`src/rtl/bus_pkg.sv`:
```
// bus_pkg: shared state encoding, constants and address decode for bus_resp
package bus_pkg;
  typedef enum logic {IDLE, REQ} state_t;
  localparam logic [7:0] DI_TIMEOUT = 8'hFF;
  function automatic logic is_fast(input logic [15:0] addr, input logic [15:0] top);
    return addr <= top;
  endfunction
endpackage

```
`src/rtl/zp_ram.sv`:
```
// zp_ram: single-port synchronous RAM; the read register only loads on reads so writes leave it intact
module zp_ram #(
  parameter int DEPTH = 512,
  parameter int AW = $clog2(DEPTH)
) (
  input  logic          clk,
  input  logic          en_i,
  input  logic          we_i,
  input  logic [AW-1:0] addr_i,
  input  logic [7:0]    wdata_i,
  output logic [7:0]    rdata_o
);
  logic [7:0] mem_q [DEPTH];
  logic [7:0] rdata_q;
  always_ff @(posedge clk) begin
    if (en_i && we_i) mem_q[addr_i] <= wdata_i;
    if (en_i && !we_i) rdata_q <= mem_q[addr_i];
  end
  assign rdata_o = rdata_q;
endmodule

```
`src/rtl/bus_resp.sv`:
```
// bus_resp: 65C02 bus responder; zero-wait internal RAM for low addresses, req/ack handshake with timeout above
module bus_resp
  import bus_pkg::*;
#(
  parameter logic [15:0] FAST_TOP = 16'h01FF,
  parameter int          TIMEOUT  = 15
) (
  input  logic        clk,
  input  logic        reset_n,
  input  logic [15:0] AB,
  input  logic [7:0]  DO,
  input  logic        WE,
  output logic [7:0]  DI,
  output logic        rdy,
  output logic        mem_req,
  output logic        mem_we,
  output logic [15:0] mem_addr,
  output logic [7:0]  mem_wdata,
  input  logic [7:0]  mem_rdata,
  input  logic        mem_ack,
  output logic        bus_err
);
  localparam int DEPTH = int'(FAST_TOP) + 1;
  localparam int AW = $clog2(DEPTH);
  localparam int WW = $clog2(TIMEOUT + 1);
  state_t state_q, state_d;
  logic [WW-1:0] wcnt_q, wcnt_d;
  logic [15:0] mem_addr_q, mem_addr_d;
  logic [7:0] mem_wdata_q, mem_wdata_d, di_q, di_d, ram_rdata;
  logic mem_we_q, mem_we_d, bus_err_q, bus_err_d, src_ram_q, src_ram_d;
  logic idle, in_req, acc_fast, acc_slow, ack_hit, timeout_hit, done_rd;
  assign idle = state_q == IDLE;
  assign in_req = state_q == REQ;
  assign acc_fast = idle && is_fast(AB, FAST_TOP);
  assign acc_slow = idle && !is_fast(AB, FAST_TOP);
  assign ack_hit = in_req && mem_ack;
  assign timeout_hit = in_req && !mem_ack && wcnt_q == WW'(TIMEOUT - 1);
  assign done_rd = (ack_hit || timeout_hit) && !mem_we_q;
  zp_ram #(.DEPTH(DEPTH)) u_ram (
    .clk     (clk),
    .en_i    (acc_fast),
    .we_i    (WE),
    .addr_i  (AB[AW-1:0]),
    .wdata_i (DO),
    .rdata_o (ram_rdata)
  );
  always_ff @(posedge clk or negedge reset_n) begin
    if (!reset_n) state_q <= IDLE;
    else state_q <= state_d;
  end
  always_comb state_d = acc_slow ? REQ : (ack_hit || timeout_hit) ? IDLE : state_q;
  always_comb begin
    rdy = idle;
    mem_req = in_req;
  end
  always_comb begin
    mem_addr_d = acc_slow ? AB : mem_addr_q;
    mem_we_d = acc_slow ? WE : mem_we_q;
    mem_wdata_d = acc_slow ? DO : mem_wdata_q;
    wcnt_d = acc_slow ? '0 : (in_req && !ack_hit && !timeout_hit) ? wcnt_q + 1'b1 : wcnt_q;
    di_d = !done_rd ? di_q : ack_hit ? mem_rdata : DI_TIMEOUT;
    src_ram_d = (acc_fast && !WE) ? 1'b1 : done_rd ? 1'b0 : src_ram_q;
    bus_err_d = timeout_hit;
  end
  always_ff @(posedge clk or negedge reset_n) begin
    if (!reset_n) begin
      mem_addr_q <= '0;
      mem_we_q <= 1'b0;
      mem_wdata_q <= '0;
      wcnt_q <= '0;
      di_q <= '0;
      src_ram_q <= 1'b0;
      bus_err_q <= 1'b0;
    end else begin
      mem_addr_q <= mem_addr_d;
      mem_we_q <= mem_we_d;
      mem_wdata_q <= mem_wdata_d;
      wcnt_q <= wcnt_d;
      di_q <= di_d;
      src_ram_q <= src_ram_d;
      bus_err_q <= bus_err_d;
    end
  end
  // fast reads are served straight from the RAM's read register to avoid an extra cycle
  assign DI = src_ram_q ? ram_rdata : di_q;
  assign mem_addr = mem_addr_q;
  assign mem_we = mem_we_q;
  assign mem_wdata = mem_wdata_q;
  assign bus_err = bus_err_q;
endmodule

```
`config.mk`:
```
export PLATFORM = sky130hd
export DESIGN_NAME = bus_resp
export DESIGN_NICKNAME = d
export VERILOG_FILES = /design/src/rtl/bus_pkg.sv /design/src/rtl/zp_ram.sv /design/src/rtl/bus_resp.sv
export SDC_FILE = /design/constraint.sdc
export NUM_CORES = 2
export LEC_CHECK = 0
export CORE_MARGIN = 2
export CORE_UTILIZATION = 25
export CTS_CLUSTER_DIAMETER = 60
export DETAILED_ROUTE_END_ITERATION = 8
export SLEW_MARGIN = 20
export SYNTH_ARGS = -nofsm -noshare
export SYNTH_HDL_FRONTEND = slang
export SYNTH_HIERARCHICAL = 1
export SYNTH_SLANG_ARGS = --single-unit
```
`constraint.sdc`:
```
create_clock -name clk -period 2.7 [get_ports clk]
set_clock_uncertainty 0.15 [all_clocks]
set_input_delay 0.54 -clock clk [delete_from_list [all_inputs] [get_ports clk]]
set_output_delay 0.54 -clock clk [all_outputs]
set_load 0.01 [all_outputs]
```
==> summary.txt <==
Status
  • Status: complete, but fails checks
  • Violated checks: setup timing

Yosys
  • Ys Warns: 6
  • Synthesized cell area: 161000 um^2
  • Leading area contributor after synthesis: edfxtp_1
  • Post-synth top flop: edfxtp_1
  • Synth area leaders: edfxtp_1, mux4_2, mux2i_1
  • Post-synth top area share: approximately three quarters
  • Mean Syn Cell Area: ~21 um^2
  • Async SR Flop Fraction: 0.965%
  • Syn Nets: between 7000 and 8000
  • Sequential area share after synthesis: ~77%
  • Synth unique cells: 77
  • Synth Register Bits: between 4000 and 5000
  • Post-Synthesis Cells: approximately 7700
  • Post-synth EDFFs: about 4100

Clock network
  • Skew-Pair Late Insertion Delay: just under 1 ns
  • Clk slew on worst S/H paths: roughly 0.06 ns
  • Num CTS Buffers: 426
  • CTS max path bufs: 4
  • H-tree levels: 5
  • CTS tree: built
  • Clock Sinks: 4144
  • Root Driver: clkbuf_16

Placed design
  • RD Place Congestion: 0.901
  • DP HPWL: around 330000 um
  • Placed inst area: a little under 200000 um^2
  • Cell Count Post-Placement: around 18000
  • IO Port Bufs: between 70 and 80

GRT
  • Global route overflow: 0
  • Largest net degree at the start of global routing: 103
  • First-pass GRT wire length: between 600000 and 700000 um
  • Vias in the first global route: 86300
  • Initial antenna violation count: 17
  • All-Layer GR Usage: ~14%

Power
  • Clock share of power: roughly two fifths
  • Register share of total power: slightly above 50%
  • Sw Ratio: 22.2%
  • Internal: approximately 0.11 W
  • Worst IR Drop VDD: 0.534 mV
  • Net Sw Power: approximately 0.030 W
  • Leak: around 67 nW
  • Logic pwr share: between 6 and 7%
  • Pwr per Cell Area: ~660 nW/um^2

Route
  • Total routed wirelength: slightly below 500000 um
  • Post-route DRC: 0
  • DRT Pass-1 Iters: 7
  • Final ANT Viol Nets: 0
  • Routed vias/inst: 4.71
  • Wire per inst: roughly 26 um
  • Vias: 87500
  • Starting DRT DRC Count: about 11000

Setup path
  • CP peak stage delay: 0.47 ns
  • Critical path cell sequence: mux4_2, a22oi_2, buf_4, o22ai_4, a211oi_2, buf_4, and4_4, nand4_1, buf_4, or4_1
  • Worst path required time: 3.28 ns
  • Kind of critical path: flop to flop
  • Setup crit end kind: flop
  • Largest delay contributor family on the critical path: simple AND/OR/NAND/NOR gates
  • Crit path DAT: approximately 4.0 ns
  • Critical path's slowest cell: mux4_2
  • WP buf/inv: 3
  • Critical Path Start Type: flop
  • CP dominant cell by count: buf_4
  • Max FO, Critical Path: 1

Timing
  • Fin. max-slew vios: 0
  • RSZ-0062 raised after global routing: yes
  • Slew @ Worst Pin: between 1 and 1.5 ns
  • # setup viols final: 14
  • Final hold vios: 0
  • Final period util: 127%
  • Fmax: slightly below 300 MHz
  • Final WS setup: -0.739 ns
  • Min cycle time layout: approximately 3.4 ns
  • Worst rel slew slack: roughly a quarter

Floorplan
  • DIE HEIGHT: between 800 and 900 um
  • Rows: approximately 290
  • Die width: 806 um
  • I/O pins: 72
  • Initial Utilization: 25.1%
  • Core Region: about 640000 um^2
  • Die area: 650000 um^2

Finish
  • Non-Filler Instances: around 19000
  • FILL cells: slightly above 60000
  • Final Instance Area: 208000 um^2
  • Share of post-route cells with drive strength above 1: between 40% and 50%
  • Sequential cell area: roughly 120000 um^2
  • Layout Utilization: approximately a third
  • Fin nets: between 9000 and 10000
  • Multi-input logic area: between 30000 and 40000 um^2
  • Area Growth Syn to Fin: 29.2%

Min path
  • Min-Delay Path Class: input port to flop

Flow run
  • Max Cap Viol: 0
-- power by group through the flow --
stage	clock, W	sequential, W	combinational, W
after floorplan	0	0.0726	0.00374
after global placement	0	0.0725	0.00884
after detailed placement	0	0.0725	0.00892
after CTS	0.0576	0.0711	0.00920
after global routing	0.0600	0.0711	0.00967
final	0.0567	0.0711	0.00930
-- cells by family (layout without fill, tap and decap cells) --
| family | after synthesis | in the layout | share of synthesized area (%) |
|---|---|---|---|
| multiplexers | 1438 | 1438 | 16.0 |
| flip-flops | 4144 | 4144 | 77.2 |
| other | 0 | 10 | 0 |
| AO/OA/AOI/OAI | 598 | 598 | 2.48 |
| adder cells (fa/ha/maj) | 2 | 2 | 0.0155 |
| buffers and inverters | 486 | 2800 | 1.58 |
| AND/OR/NAND/NOR | 993 | 994 | 2.73 |
-- cell usage after synthesis (8+ instances only) --
cell type  count
and2_1         8
edfxtp_1    4104
o22a_1         9
inv_1         23
clkbuf_1     145
a31oi_1       11
mux4_2       896
mux2i_1      468
o31ai_1        9
a21oi_1       78
nor4_1        21
nand4_1       58
buf_4         49
buf_1         51
a32oi_1       13
nand2b_1      12
and3_1        16
a22oi_1       88
o22ai_1      174
buf_6         34
a2111oi_0      9
nor3_1        17
dfrtp_1       40
nand2_1      153
o21ai_0       93
a22o_1        18
or4_1          9
nand3_1       68
nor2b_1       14
a41o_1         8
nor2_1       574
a221oi_1       8
o211ai_1      20
buf_2        179
a211oi_1      22
mux2_2        69
-- worst reg2reg max path, cell delays in order, from the launching register on --
cell and delay [ns]:
edfxtp_1 0.37, mux4_2 0.47, a22oi_2 0.32, buf_4 0.19
o22ai_4 0.10, a211oi_2 0.21, buf_4 0.16, and4_4 0.23
nand4_1 0.33, buf_4 0.28, or4_1 0.39
-- cell usage in the layout, fill, tap and decap left out, types with 12 or more instances in the layout --
cell / n
a211oi_1: 14
a21oi_1: 76
a22o_1: 17
a22oi_1: 84
a32oi_1: 12
and3_1: 15
buf_12: 524
buf_16: 15
buf_4: 1318
buf_6: 37
buf_8: 15
bufinv_16: 23
clkbuf_1: 99
clkbuf_16: 432
clkdlybuf4s50_1: 46
clkinv_1: 94
clkinv_2: 80
clkinvlp_4: 15
dfrtp_1: 38
dlygate4sd3_1: 23
edfxtp_1: 4104
inv_1: 21
inv_6: 18
mux2_2: 61
mux2i_1: 455
mux4_2: 899
nand2_1: 126
nand2_4: 15
nand3_1: 65
nand4_1: 58
nor2_1: 143
nor2_2: 227
nor2_4: 204
nor4_1: 14
o211ai_1: 20
o21ai_0: 87
o22ai_1: 160
-- through the flow --
stage / power (W) / worst slack (ns) / TNS [ns] / hold WS, ns
floorplan: 0.0763 / -0.468 / -1419.21 / 0.0944
global route: 0.141 / -0.742 / -4.60 / 0.0409
detailed placement: 0.0814 / -2.19 / -3474.97 / 0.326
global placement: 0.0813 / -2.14 / -3461.13 / 0.316
CTS: 0.138 / -0.762 / -4.69 / 0.000248
finish: 0.137 / -0.739 / -4.59 / 0.0765
-- flip-flops by register name (all words and copies together), names as in the netlist --
signal         flops
mem_wdata          8
mem_req            1
bus_err            1
di_q               8
u_ram/mem_q     4096
wcnt_q             4
u_ram/rdata_o      8
mem_we             1
mem_addr          16
src_ram_q          1
-- layer usage --
metal  global-route usage (%)  part of all wire, %  vias to the layer above
li1                         -                    -                    36000
met1                     20.2                   42                    46800
met2                     22.6                   46                     4056
met3                     2.37                  8.4                      706
met4                     4.48                  3.5                        4
met5                        0               0.0054                        -
-- path summary, 6_finish.rpt --
| kind | startpoint | end | slack, ns | depth (start not counted) |
|---|---|---|---|---|
| min in group asynchronous | reset_n | mem_addr[2] | 0.27 | 3 |
| worst min-delay path | AB[15] | mem_addr[15] | 0.08 | 2 |
| worst max register to register | u_ram/mem_q[118][3] | u_ram/rdata_o[3] | -0.74 | 10 |
| worst min register to register | di_q[2] | di_q[2] | 0.35 | 1 |
| max in group asynchronous | reset_n | mem_addr[7] | 1.92 | 3 |
| worst max-delay path | u_ram/mem_q[118][3] | u_ram/rdata_o[3] | -0.74 | 10 |
-- what timing repair did --
item                       4_1_cts  5_1_grt
hold buffers                    24        0
pin swaps                       33       38
setup endpoints to repair       61      160
hold endpoints to repair       327        0
resized for setup              177       77
setup buffers                   27       32
gates cloned                     4        2
-- cell type report --
class                           count  area share, %
Clock inverter                    257           1.09
Antenna cell                       10         0.0120
Clock buffer                      530           5.36
Inverter                           25         0.0523
Timing Repair Buffer             1988           10.7
Sequential cell                  4144           59.7
Multi-Input combinational cell   3032           17.9
Tap cell                         8584           5.16
Power figures use the tool's default switching activity.
